File: config.mk
export PLATFORM = sky130hd
export DESIGN_NAME = sprite_mix_fifo
export DESIGN_NICKNAME = d
export VERILOG_FILES = /design/src/rtl/sprite_fifo_pkg.sv /design/src/rtl/sprite_row_align.sv /design/src/rtl/sprite_mix_fifo.sv
export SDC_FILE = /design/constraint.sdc
export NUM_CORES = 1
export LEC_CHECK = 0
export CORE_MARGIN = 8
export CORE_UTILIZATION = 35
export DETAILED_ROUTE_END_ITERATION = 8
export GPL_ROUTABILITY_DRIVEN = 0
export SKIP_LAST_GASP = 1
export SLEW_MARGIN = 20
export SYNTH_ARGS = -nofsm -noshare
export SYNTH_HDL_FRONTEND = slang
export SYNTH_HIERARCHICAL = 1
export SYNTH_SLANG_ARGS = --single-unit
File: constraint.sdc
create_clock -name clk_in -period 5.9 [get_ports clk_in]
set_input_delay 1.18 -clock clk_in [delete_from_list [all_inputs] [get_ports clk_in]]
set_output_delay 1.18 -clock clk_in [all_outputs]
set_load 0.05 [all_outputs]
File: src/rtl/sprite_fifo_pkg.sv
// sprite_fifo_pkg
//   Shared types and constants for the sprite pixel FIFO and its row aligner.
//   sprite_px_t       : one queued sprite pixel {color, attr} at default widths.
//   SPR_ATTR_PALETTE  : attribute bit selecting OBP0/OBP1.
//   SPR_ATTR_PRIORITY : attribute bit giving background priority over the sprite.
//   is_transparent()  : color index 0 is transparent.
package sprite_fifo_pkg;

    localparam int SPR_PIX_W         = 2;
    localparam int SPR_ATTR_W        = 2;
    localparam int SPR_ATTR_PALETTE  = 0;
    localparam int SPR_ATTR_PRIORITY = 1;

    // Widest color index the helper accepts; callers zero-extend into it.
    localparam int SPR_COLOR_MAX_W   = 8;

    typedef struct packed {
        logic [SPR_PIX_W-1:0]  color;
        logic [SPR_ATTR_W-1:0] attr;
    } sprite_px_t;

    function automatic logic is_transparent(input logic [SPR_COLOR_MAX_W-1:0] color);
        return color == '0;
    endfunction

endpackage

File: src/rtl/sprite_row_align.sv
// sprite_row_align
//   Combinational X-flip and left-edge clip of one fetched sprite row.
//   pixels_in  : ROW pixels, pixel i at [i*PIX_W +: PIX_W], pixel 0 leftmost.
//   flip_in    : mirror the row (pixel i -> ROW-1-i).
//   skip_in    : leading pixels dropped after the flip; >= ROW drops all.
//   pixels_out : aligned row, dropped pixels removed from the front, zero tail.
//   len_out    : number of surviving pixels, ROW - min(skip_in, ROW).
module sprite_row_align #(
    parameter int ROW    = 8,
    parameter int PIX_W  = 2,
    parameter int SKIP_W = $clog2(ROW) + 1
) (
    input  logic [ROW*PIX_W-1:0] pixels_in,
    input  logic                 flip_in,
    input  logic [SKIP_W-1:0]    skip_in,
    output logic [ROW*PIX_W-1:0] pixels_out,
    output logic [SKIP_W-1:0]    len_out
);

    logic [ROW*PIX_W-1:0] flipped;

    // NOTE: every variable written in always_comb gets a default first, so no
    // path through the block leaves it unassigned and infers a latch.
    always_comb begin
        flipped = pixels_in;
        if (flip_in) begin
            for (int i = 0; i < ROW; i++) begin
                flipped[i*PIX_W +: PIX_W] = pixels_in[(ROW-1-i)*PIX_W +: PIX_W];
            end
        end
    end

    // Pixel 0 sits in the LSBs, so dropping leading pixels is a right shift of
    // the flat vector; a shift of ROW or more pixels yields all zeros.
    assign pixels_out = flipped >> (32'(skip_in) * PIX_W);
    assign len_out    = (skip_in >= SKIP_W'(ROW)) ? '0 : SKIP_W'(ROW) - skip_in;

endmodule

File: src/rtl/sprite_mix_fifo.sv
// sprite_mix_fifo
//   Sprite pixel FIFO with DMG overlap merge. Whole aligned rows are merged
//   into the queue (earlier sprite wins unless transparent); the mixer pops
//   one pixel per T-cycle. DEPTH must be >= ROW so a row never overflows.
//   clk_in/rst_in      : clock, synchronous active-high reset.
//   tclk_in            : T-cycle enable for pop and push (not flush/reset).
//   flush_in           : clear all contents, suppress same-cycle pop/push.
//   row_*              : row offer from the sprite fetcher (valid/ready).
//   pop_in             : mixer pixel request.
//   pixel_out/attr_out : popped pixel, valid with the pixel_valid_out pulse.
//   occupancy_out      : queued pixel count; empty_out when zero.
module sprite_mix_fifo
    import sprite_fifo_pkg::*;
#(
    parameter int ROW    = 8,
    parameter int DEPTH  = 8,
    parameter int PIX_W  = 2,
    parameter int ATTR_W = 2
) (
    input  logic                       clk_in,
    input  logic                       rst_in,
    input  logic                       tclk_in,
    input  logic                       flush_in,
    input  logic                       row_valid_in,
    output logic                       row_ready_out,
    input  logic [ROW*PIX_W-1:0]       row_pixels_in,
    input  logic [ATTR_W-1:0]          row_attr_in,
    input  logic                       row_flip_in,
    input  logic [$clog2(ROW):0]       row_skip_in,
    input  logic                       pop_in,
    output logic [PIX_W-1:0]           pixel_out,
    output logic [ATTR_W-1:0]          attr_out,
    output logic                       pixel_valid_out,
    output logic [$clog2(DEPTH+1)-1:0] occupancy_out,
    output logic                       empty_out
);

    localparam int SKIP_W = $clog2(ROW) + 1;
    localparam int OCC_W  = $clog2(DEPTH + 1);

    logic [DEPTH-1:0][PIX_W-1:0]  color_q, color_d;
    logic [DEPTH-1:0][ATTR_W-1:0] attr_q,  attr_d;
    logic [OCC_W-1:0]             occ_q,   occ_d;
    logic                         empty_q, empty_d;
    logic [PIX_W-1:0]             pix_q,   pix_d;
    logic [ATTR_W-1:0]            pattr_q, pattr_d;
    logic                         valid_q, valid_d;

    logic [ROW-1:0][PIX_W-1:0]    al_pixels;
    logic [SKIP_W-1:0]            al_len;
    logic [OCC_W-1:0]             len_occ;
    logic [OCC_W-1:0]             occ_mid;   // count after any same-cycle pop
    logic                         do_push;
    logic                         do_pop;

    sprite_row_align #(
        .ROW    (ROW),
        .PIX_W  (PIX_W),
        .SKIP_W (SKIP_W)
    ) u_align (
        .pixels_in  (row_pixels_in),
        .flip_in    (row_flip_in),
        .skip_in    (row_skip_in),
        .pixels_out (al_pixels),
        .len_out    (al_len)
    );

    assign row_ready_out = !rst_in && !flush_in;
    assign do_push       = row_valid_in && row_ready_out && tclk_in;
    assign do_pop        = pop_in && !flush_in && tclk_in;
    // L <= ROW <= DEPTH, so the length always fits the occupancy width.
    assign len_occ       = OCC_W'(al_len);

    always_comb begin
        color_d = color_q;
        attr_d  = attr_q;
        pix_d   = pix_q;
        pattr_d = pattr_q;
        valid_d = 1'b0;
        occ_mid = occ_q;

        if (flush_in) begin
            color_d = '0;
            attr_d  = '0;
            occ_mid = '0;
        end else begin
            // Pop first: the merge below works on the already-shifted array,
            // so the popped pixel can never be touched by the incoming row.
            if (do_pop) begin
                valid_d = 1'b1;
                if (occ_q != '0) begin
                    pix_d   = color_q[0];
                    pattr_d = attr_q[0];
                    for (int i = 0; i < DEPTH - 1; i++) begin
                        color_d[i] = color_q[i+1];
                        attr_d[i]  = attr_q[i+1];
                    end
                    color_d[DEPTH-1] = '0;
                    attr_d[DEPTH-1]  = '0;
                    occ_mid          = occ_q - 1'b1;
                end else begin
                    // Underrun: a transparent pixel lets the mixer fall
                    // through to background.
                    pix_d   = '0;
                    pattr_d = '0;
                end
            end

            if (do_push) begin
                for (int j = 0; j < ROW; j++) begin
                    if (SKIP_W'(j) < al_len) begin
                        // Free slots take the new pixel; occupied slots keep
                        // the earlier sprite unless it is transparent there.
                        if ((OCC_W'(j) >= occ_mid) ||
                            (is_transparent(SPR_COLOR_MAX_W'(color_d[j])) &&
                             !is_transparent(SPR_COLOR_MAX_W'(al_pixels[j])))) begin
                            color_d[j] = al_pixels[j];
                            attr_d[j]  = row_attr_in;
                        end
                    end
                end
            end
        end

        occ_d   = (do_push && (len_occ > occ_mid)) ? len_occ : occ_mid;
        empty_d = (occ_d == '0);
    end

    // NOTE: state registers use non-blocking assignments so every flop samples
    // the values from before this edge, independent of statement order.
    always_ff @(posedge clk_in) begin
        if (rst_in) begin
            // NOTE: the slot array is reset as well: it is only DEPTH small
            // registers, and cleared slots are what a later merge compares
            // against, so their contents must never be X.
            color_q <= '0;
            attr_q  <= '0;
            occ_q   <= '0;
            empty_q <= 1'b1;
            pix_q   <= '0;
            pattr_q <= '0;
            valid_q <= 1'b0;
        end else begin
            color_q <= color_d;
            attr_q  <= attr_d;
            occ_q   <= occ_d;
            empty_q <= empty_d;
            pix_q   <= pix_d;
            pattr_q <= pattr_d;
            valid_q <= valid_d;
        end
    end

    assign pixel_out       = pix_q;
    assign attr_out        = pattr_q;
    assign pixel_valid_out = valid_q;
    assign occupancy_out   = occ_q;
    assign empty_out       = empty_q;

endmodule

# Word-level counts from Yosys, hierarchy flattened
# Cells that the tools add are included.
dict set report word_totals {
  out_inout_bits 11
  word_cells 144
  register_bits 42
  inputBits 29
}
dict set report classes {
  addsub 2
  order_cmp 18
  n_shift 1
  reduce_logical 52
  muxes 49
  bitwise_logic 1
}
# operator count
set ops {}
lappend ops {{2-to-1 mux 16 bit} 8}
lappend ops {{2-to-1 mux 2 bit} 34}
lappend ops {{logical NOT 2 bit} 16}
lappend ops {{2-to-1 mux 4 bit} 6}
lappend ops {{>= comparator 3 x 4 -> 1 bit (first input constant)} 4}
lappend ops {{less-than comparator 3 x 4 -> 1 bit (first input constant)} 4}
lappend ops {{right shift 16 x 5 -> 16 bit} 1}
lappend ops {{logical AND 1 bit} 14}
lappend ops {{logical NOT 1 bit} 10}
lappend ops {{>= comparator 1 x 4 -> 1 bit (first input constant)} 2}
lappend ops {{>= comparator 2 x 4 -> 1 bit (first input constant)} 2}
lappend ops {{logical OR 1 bit} 8}
lappend ops {{less-than comparator 1 x 4 -> 1 bit (first input constant)} 2}
lappend ops {{less-than comparator 2 x 4 -> 1 bit (first input constant)} 2}
lappend ops {{>= comparator 4 bit (second input constant)} 1}
lappend ops {{> comparator 4 bit} 1}
lappend ops {{logical NOT 4 bit} 1}
lappend ops {{nonzero test 4 bit} 1}
lappend ops {{subtractor 4 x 1 -> 4 bit (second input constant)} 1}
lappend ops {{subtractor 4 bit (first input constant)} 1}
lappend ops {{AND reduction 2 bit} 1}
lappend ops {{OR reduction 2 bit} 1}
lappend ops {{2-to-1 mux 1 bit} 1}
lappend ops {{inverter 1 bit} 1}

# Longest topological paths before layout
# Gate-level depths: netlist of the first run.
dict set report depth {
  ltp_word 11
  ltp_mapped 16
  mapped_depth_nobuf 14
}

# By module
# The synthesis of the first run kept the hierarchy.
# module cells_each instances seq_area_each_um2 area_each_um2
set modules_own_cells {}
lappend modules_own_cells {sprite_mix_fifo 326 1 840.8 2651.3}
lappend modules_own_cells {sprite_row_align 92 1 0.0 873.3}

# Worst setup path after synthesis of the first run
# Ideal clock, no wire load.
dict set report synth_timing {
  path_type {input-to-reg}
  startpoint {in row_skip_in[0]}
  endpoint {reg empty_q, in the netlist empty_out}
  n_path_buf 2
  path_slack_ns 2.151
  cell_stages 12
  arrival_ns 3.626
  setup_ns 0.122
  t_required_ns 5.778
  cell_sequence {buf_2 > buf_2 > inv_2 > ha_1 > nor2b_1 > ha_1 > nor2b_1 > o21a_1 > o21a_1 > o21ai_2 > nor2_1 > a311o_1}
}
dict set report synth_between {
  elab_chain_cells 6
  word_cells_on_any_way 7
  classes_between {add/sub: 1; order compare: 2; mux: 2; reduce/logical: 2}
}
# item line
set synth_lines {}
lappend synth_lines {{start: declaration} sprite_mix_fifo.sv:29} ;# input logic [$clog2(ROW):0] row_skip_in,
lappend synth_lines {{subtractor 4 bit or >= comparator 4 bit (tied branches)} sprite_row_align.sv:36} ;# assign len_out = (skip_in >= SKIP_W'(ROW)) ? '0 : SKIP_W'(ROW) - skip_in;
lappend synth_lines {{2-to-1 mux 4 bit *} sprite_row_align.sv:36}
lappend synth_lines {{named net al_len[1]} sprite_mix_fifo.sv:50} ;# logic [SKIP_W-1:0] al_len;
lappend synth_lines {{> comparator 4 bit} sprite_mix_fifo.sv:125} ;# occ_d = (do_push && (len_occ > occ_mid)) ? len_occ : occ_mid;
lappend synth_lines {{logical AND 1 bit} sprite_mix_fifo.sv:125}
lappend synth_lines {{2-to-1 mux 4 bit *} sprite_mix_fifo.sv:125}
lappend synth_lines {{logical NOT 4 bit *} sprite_mix_fifo.sv:126} ;# empty_d = (occ_d == '0);
lappend synth_lines {{end signal: assignment} sprite_mix_fifo.sv:147} ;# empty_q <= empty_d;
lappend synth_lines {{end: declaration} sprite_mix_fifo.sv:44} ;# logic empty_q, empty_d;
# The timed path passes the listed nets; every way through them passes the cells marked *.
# A chain may end at the register's enable or synchronous reset.

# Worst setup path in the final report of the first run
dict set report layout_timing {
  startpoint {in rst_in}
  endpoint {out row_ready_out}
}
dict set report layout_between {
  elab_chain_cells 2
}
# item line
set layout_lines {}
lappend layout_lines {{start: declaration} sprite_mix_fifo.sv:21} ;# input logic rst_in,
lappend layout_lines {{logical NOT 1 bit} sprite_mix_fifo.sv:68} ;# assign row_ready_out = !rst_in && !flush_in;
lappend layout_lines {{logical AND 1 bit} sprite_mix_fifo.sv:68}
lappend layout_lines {{end: declaration} sprite_mix_fifo.sv:25} ;# output logic row_ready_out,
# Every way passes these cells.

==> flow_summary.rst, run 1 <==
.. list-table::
   :header-rows: 1

   * - Metric
     - Value
   * - Worst-path fanout max
     - 23
   * - Via density per instance
     - between 5 and 6
   * - H-tree lvl count
     - 2
   * - Net count of the finished layout
     - 474
   * - Nature of the critical path startpoint
     - primary input
   * - Slew HR
     - 50.65%
   * - Number of enable-type register cells in the synthesized netlist
     - 0
   * - Accumulated negative setup slack
     - 0 ns
   * - Reported net switching power
     - 179.2 µW
   * - First-pass GRT wire length
     - 15,040 µm
   * - PwrDens
     - 154.6 mW/mm²
   * - Distinct cells, synth
     - 65
   * - Sequential share of power
     - a little under half
   * - HPWL after detailed placement
     - 6893 µm
   * - Area added between synthesis and finish
     - 14.48%
   * - Maximum number of pins on one net before global-route repair
     - 41
   * - Fin. Hold Viols
     - 0
   * - Routed via count
     - 3,123
   * - Synthesized instance count
     - ~420
   * - Sum of internal, switching and leakage power
     - approximately 620 µW
   * - Num rows
     - 36
   * - Clock tree from TritonCTS
     - built
   * - Share of post-route cells with drive strength above 1
     - 16.59%
   * - Number of failing setup endpoints in the final timing report
     - 0
   * - First-pass iteration count of the detailed router
     - 4
   * - Part of the power in the clock network
     - 31.4%
   * - Dominant cells by area after synthesis
     - sky130_fd_sc_hd__dfxtp_1 (24%), sky130_fd_sc_hd__nand2_1 (9.6%), sky130_fd_sc_hd__mux2_2 (6.4%)
   * - I/O pin count
     - 40
   * - Outcome
     - completed
   * - Height of the die
     - between 100 and 150 µm
   * - Actual transition at the worst max-transition pin
     - around 0.74 ns
   * - Aggregate global routing overflow
     - 0
   * - Tot GR Track Use
     - 13.80%
   * - Die area
     - 0.01354 mm²
   * - Resized cells post-CTS
     - 0
   * - Core area
     - between 0.009 and 0.01 mm²
   * - Largest buffer count on any clock path
     - 2
   * - FFs w/ async S/R, synth
     - 0%
   * - Number of port buffers
     - 39
   * - Commonest register cell after synthesis
     - sky130_fd_sc_hd__dfxtp_1
   * - Maximum resistive drop on vdd
     - 0.0001077 V
   * - Number of antenna violations at the first check in global routing
     - 0
   * - Post-CTS Hold Buffers
     - 0
   * - Share of the synthesized area in the top cell type
     - 23.86%
   * - Total leakage power
     - 1.461 nW
   * - Final WL
     - 9129 µm
   * - Peak clock frequency supported by timing
     - 0.2231 GHz
   * - Remaining DRCs
     - 0
   * - Net switching share of the total power
     - 28.73%
   * - Required time of the critical path
     - 4.72 ns
   * - Flip-flop and latch count after synthesis
     - 42
   * - Cell chosen for the clock root
     - sky130_fd_sc_hd__clkbuf_8
   * - Post CTS Setup Buffer Count
     - 0
   * - Vias in the first global route
     - approximately 3,000
   * - Class of the tightest hold or removal check
     - reg2reg
   * - Num Clock Sinks
     - between 40 and 50
   * - Final number of max-transition violations
     - 0
   * - Int Pwr
     - 444.6 µW
   * - Detailed Route Iter0 Violations
     - 267
   * - DR WL/cell
     - 15.93 µm
   * - Total clock buffers created by CTS
     - 5
   * - Fraction of power consumed by combinational cells
     - a little under a quarter
   * - Netlist area before placement
     - 0.003525 mm²
   * - Remaining antenna violation count
     - 0
   * - Share of synthesized area occupied by flip-flops and latches
     - 23.86%
   * - Syn nets
     - 453
   * - Clock latency reported for the late side of the worst-skew pair
     - 0.30 ns
   * - Endpoint type of the worst setup path
     - primary output
   * - Time the worst path needs with I/O delays and setup
     - 4.482 ns
   * - Ratio of final minimum period to clock period
     - about three quarters
   * - Ant diodes
     - 0
   * - Chip Width
     - between 100 and 150 µm
   * - Initial core utilization
     - 36.06%
   * - Total number of yosys warnings
     - 6
   * - Path type of the worst setup path
     - in2out
   * - Average cell area after synthesis
     - 8.432 µm²
   * - Arrival time of the worst setup path
     - 3.30 ns
   * - Setup repair after global routing missed its margin
     - false
   * - Area leader, netlist
     - sky130_fd_sc_hd__dfxtp_1
   * - Max-capacitance violation count
     - 0
   * - Setup Skew
     - just over 0.01 ns
   * - Reg clk slew, reported paths
     - around 0.080 ns
-- cells by family after synthesis --
group,share of synthesized area [%]
simple gates,24.07
compound gates,18.18
mux,24.74
flops,23.86
buf+inv,6.035
fa+ha+maj,2.130
xor+xnor,0.9941
-- placed cells by master (no fill, tap or decap), types with 7 or more instances in the layout --
cell / instances
sky130_fd_sc_hd__nor3_1: 8
sky130_fd_sc_hd__dfxtp_1: 42
sky130_fd_sc_hd__nand2_1: 90
sky130_fd_sc_hd__nor2_1: 35
sky130_fd_sc_hd__mux2_2: 20
sky130_fd_sc_hd__o22ai_1: 10
sky130_fd_sc_hd__clkdlybuf4s50_1: 39
sky130_fd_sc_hd__nor2b_1: 7
sky130_fd_sc_hd__mux2i_1: 20
sky130_fd_sc_hd__mux2_1: 8
sky130_fd_sc_hd__inv_1: 8
sky130_fd_sc_hd__mux4_2: 9
sky130_fd_sc_hd__a21oi_1: 29
-- metrics by stage --
| step | cells | area, µm² | setup WS (ns) | util [%] | hold slack [ns] |
|---|---|---|---|---|---|
| floorplan | 418 | 3525 | 2.151 | - | 0.4603 |
| global placement | 565 | 3940 | 1.399 | 40.31 | 0.4703 |
| detailed placement | 565 | 3940 | 1.382 | 40.31 | 0.4761 |
| CTS | 573 | 4035 | 1.392 | 41.28 | 0.4903 |
| global route | 573 | 4035 | 1.293 | 41.28 | 0.5102 |
| finish | 573 | 4035 | 1.418 | 41.28 | 0.4928 |
-- critical path, cell delays in order --
cell and delay [ns]:
sky130_fd_sc_hd__clkdlybuf4s50_1 0.59, sky130_fd_sc_hd__or2_2 0.56, sky130_fd_sc_hd__inv_1 0.13, sky130_fd_sc_hd__clkdlybuf4s50_1 0.82
-- power by group through the flow --
stage               Combinational, mW  Clock (mW)  Sequential, mW
CTS                             0.142       0.202           0.286
global placement                0.140           0           0.293
detailed placement              0.141           0           0.293
finish                          0.142       0.196           0.286
global route                    0.154       0.216           0.286
floorplan                      0.0946           0           0.294
-- worst paths after layout --
check        slack (ns)        startpoint             to  cells after the start
max                1.42            rst_in  row_ready_out                      4
min reg2reg        0.49        attr_q[14]     attr_q[14]                      2
max reg2reg        2.23  occupancy_out[0]      empty_out                     14
min                0.49        attr_q[14]     attr_q[14]                      2
-- registers in the layout, indices dropped and copies added, names as in the netlist --
register,flops
attr_out,2
attr_q,16
color_q,16
empty_out,1
occupancy_out,4
pixel_out,2
pixel_valid_out,1
-- Yosys cell counts, drive strengths merged (6+ instances only) --
master	instances
a21oi	30
a22oi	6
buf	18
clkbuf	12
dfxtp	42
ha	6
inv	9
mux2	30
mux2i	22
mux4	12
nand2	93
nor2	36
nor2b	7
nor3	14
o21ai	7
o22ai	11
o32ai	6
-- routing by layer --
layer	share of wire (%)	GRT usage [%]
met1	47	18.31
met2	46	22.57
met3	5.8	2.378
met4	0.87	3.544
met5	0	0
-- layout make-up --
cell class	count	area, µm²
clock buffers	6	82.58
flip-flops and latches	42	840.8
multi-input cells	337	2471
repair buffers	44	427.9
fillers	1008	5739
well taps	133	166.4
clock inverters	2	12.51
inverters	9	33.78
No activity file was read; power rests on OpenSTA's default activity.
==> run 2: changes to the inputs <==
- clock period: 5.9 -> 3.7 ns (I/O delays scaled with it)
==> run 2 against run 1 <==
  * First-iteration DRC count is 34% higher
  * Power up 61%
  * Final cell count increased by 3.0%
  * Critical path type is now in2reg
  * Global-route usage grew 0.45 points
  * Die area is the same
  * Worst hold slack better by 0.00086 ns
  * Highest routed layer unchanged
  * Routed wire length increased by 3.0%
  * Setup slack worse by 1.0 ns
  * Sequential power rose by 59%
  * Sequential share of layout area down 0.77 points
  * Critical path depth increased by 4
==> flow_summary.rst, run 2 (synthesis gave the netlist of run 1 again) <==
.. list-table::
   :header-rows: 1

   * - Metric
     - Value
   * - Global-route met3 utilization
     - 2.172% (-0.21 points)
   * - Setup Slack @ Placement
     - 0.1408 ns (-1.241 ns)
   * - PwrDens
     - 240.0 mW/mm² (+55%)
   * - Path type of the worst setup path
     - in2reg
   * - Post CTS Setup Buffer Count
     - 0 (unchanged)
   * - Actual transition at the worst max-transition pin
     - 0.5650 ns (-0.1730 ns)
   * - Final worst slack
     - 0.4197 ns (-0.9986 ns)
   * - First-pass GRT wire length
     - 15,540 µm (+3.3%)
   * - Sum of internal, switching and leakage power
     - 1.006 mW (+61%)
   * - Global-route met1 utilization
     - 19.29% (+0.99 points)
   * - Num rows
     - 36 (unchanged)
   * - Net count of the finished layout
     - 491 (+3.6%)
   * - Area added between synthesis and finish
     - 18.89%
   * - Fin. Hold Viols
     - 0 (unchanged)
   * - Ant diodes
     - 0 (unchanged)
   * - Resized cells post-CTS
     - 0 (unchanged)
   * - Maximum number of pins on one net before global-route repair
     - 40 (-2.4%)
   * - H-tree lvl count
     - 2 (unchanged)
   * - Slew HR
     - 62.22% (+12 points)
   * - Final instance area
     - 0.004190 mm² (+3.8%)
   * - Initial core utilization
     - 36.06% (unchanged)
   * - Remaining DRCs
     - 0 (unchanged)
   * - # fillers
     - 990 (-1.8%)
   * - Total cell area at the placement stage
     - 0.004103 mm² (+4.1%)
   * - Core area
     - 0.009774 mm² (unchanged)
   * - Height of the die
     - 116.4 µm (unchanged)
   * - Reg clk slew, reported paths
     - 0.09 ns (about the same)
   * - Required time of the critical path
     - 3.90 ns (-0.82 ns)
   * - First-pass iteration count of the detailed router
     - 5 (+1)
   * - Share of post-route cells with drive strength above 1
     - 19.91% (+3.3 points)
   * - Routed via count
     - 3,223 (+3.2%)
   * - Largest buffer count on any clock path
     - 2 (unchanged)
   * - Number of port buffers
     - 39 (unchanged)
   * - Met2 capacity usage during global routing
     - 23.61% (+1.0 points)
   * - Die area
     - 0.01354 mm² (unchanged)
   * - Num Clock Sinks
     - 42 (unchanged)
   * - Peak clock frequency supported by timing
     - 0.3049 GHz
   * - Arrival time of the worst setup path
     - 3.48 ns (+0.18 ns)
   * - Setup Skew
     - 0.006338 ns (-0.003942 ns)
   * - Part of the power in the clock network
     - 30.6% (-0.8 points)
   * - Class of the tightest hold or removal check
     - reg2reg
   * - Total clock buffers created by CTS
     - 5 (unchanged)
   * - I/O pin count
     - 40 (unchanged)
   * - Chip Width
     - 116.4 µm (unchanged)
   * - Net switching share of the total power
     - 29.99% (+1.3 points)
   * - Post-CTS Hold Buffers
     - 0 (unchanged)
   * - Cell with the most instances on the worst path
     - sky130_fd_sc_hd__o221ai_1
   * - Most frequent cells in the layout
     - sky130_fd_sc_hd__nand2_1 (90), sky130_fd_sc_hd__dfxtp_1 (42), sky130_fd_sc_hd__clkdlybuf4s50_1 (38), sky130_fd_sc_hd__nor2_1 (35), sky130_fd_sc_hd__a21oi_1 (29)
   * - Final number of max-transition violations
     - 0 (unchanged)
   * - Int Pwr
     - 704.0 µW (+58%)
   * - Fraction of power consumed by combinational cells
     - 24.1% (+1.3 points)
   * - Clock tree from TritonCTS
     - built
   * - Tot GR Track Use
     - 14.25% (+0.45 points)
   * - Number of antenna violations at the first check in global routing
     - 0 (unchanged)
   * - Clock latency reported for the late side of the worst-skew pair
     - 0.30 ns (about the same)
   * - DR WL/cell
     - 15.94 µm (about the same)
   * - Outcome
     - completed
   * - Crit path largest cell delay
     - 0.66 ns (-0.16 ns)
   * - Aggregate global routing overflow
     - 0 (unchanged)
   * - Final WL
     - 9406 µm (+3.0%)
   * - Time the worst path needs with I/O delays and setup
     - 3.280 ns
   * - Total leakage power
     - 1.559 nW (+6.7%)
   * - CP cell instances
     - clkdlybuf4s50_1 > buf_12 > xor2_1 > mux2i_1 > o221ai_1 > o221ai_1 > a211oi_4 > mux2_2
   * - Vias in the first global route
     - 3,089 (+4.2%)
   * - Most common cell after layout, fill and taps aside
     - sky130_fd_sc_hd__nand2_1
   * - Nature of the critical path startpoint
     - primary input
   * - Cell chosen for the clock root
     - sky130_fd_sc_hd__clkbuf_8
   * - Sequential share of power
     - 45.3% (-0.5 points)
   * - Reported net switching power
     - 301.6 µW (+68%)
   * - Accumulated negative setup slack
     - 0 ns (unchanged)
   * - HPWL after detailed placement
     - 7345 µm (+6.6%)
   * - Endpoint type of the worst setup path
     - flip-flop
   * - Cell type of the slowest stage on the worst timing path
     - sky130_fd_sc_hd__clkdlybuf4s50_1
   * - Remaining antenna violation count
     - 0 (unchanged)
   * - Worst-path fanout max
     - 19 (-17%)
   * - Max-capacitance violation count
     - 0 (unchanged)
   * - Final hold slack
     - 0.4937 ns (+0.0008610 ns)
   * - Routing layer with the top usage in global route
     - met2
   * - Setup repair after global routing missed its margin
     - false
   * - Maximum resistive drop on vdd
     - 0.0001319 V (+23%)
   * - Detailed Route Iter0 Violations
     - 357 (+34%)
   * - Ratio of final minimum period to clock period
     - 88.66%
   * - Number of failing setup endpoints in the final timing report
     - 0 (unchanged)
   * - Via density per instance
     - 5.463 (+0.23%)
[run 2: cell count changes in the layout (fill, tap and decap cells not counted), sizes merged]
cell           previous run  this run
inv                       9        10
clkbuf                    6         5
clkinvlp                  1         0
clkinv                    1         2
buf                       5        23
clkdlybuf4s50            39        38
[run 2: path summary, 6_finish.rpt]
path / start / endpoint / slack (ns) / cells after the start
hold / removal: attr_q[15] / attr_q[15] / 0.49 / 2
setup / recovery: row_flip_in / attr_q[3] / 0.42 / 8
hold reg to reg: attr_q[15] / attr_q[15] / 0.49 / 2
setup reg to reg: occupancy_out[0] / empty_out / 0.65 / 14
[run 2: layer usage]
metal	routed length (µm)	share of wire, %
met4	53	0.56
met1	4423	47
met5	0	0
met3	547	5.8
met2	4381	47
[run 2: final cells by class]
| class | instances | area, µm² | area share, % |
|---|---|---|---|
| clock buffer | 5 | 68.82 | 1.642 |
| clock inverter | 3 | 18.77 | 0.4479 |
| inverter | 9 | 33.78 | 0.8062 |
| multi-input combinational | 337 | 2471 | 58.97 |
| sequential | 42 | 840.8 | 20.07 |
| tap | 133 | 166.4 | 3.971 |
| timing repair buffer | 61 | 590.6 | 14.09 |
[run 2: critical path, delay by kind of cell]
kind,cells,cell delay (ns)
buffers and inverters,2,0.87
XOR/XNOR,1,0.29
multiplexers,2,0.56
AO/OA/AOI/OAI,3,1.00
[run 2: stage by stage]
stage,std cells,util (%)
finish,590,42.87
global route,590,42.87
CTS,590,42.87
detailed placement,582,41.97
global placement,582,41.97
floorplan,418,-
[run 2: power groups by stage]
stage	clock, mW	combinational, mW	sequential (mW)
2_1_floorplan	0	0.151	0.468
3_3_place_gp	0	0.238	0.466
3_5_place_dp	0	0.242	0.466
4_1_cts	0.314	0.243	0.455
5_1_grt	0.336	0.261	0.456
6_report	0.307	0.243	0.455
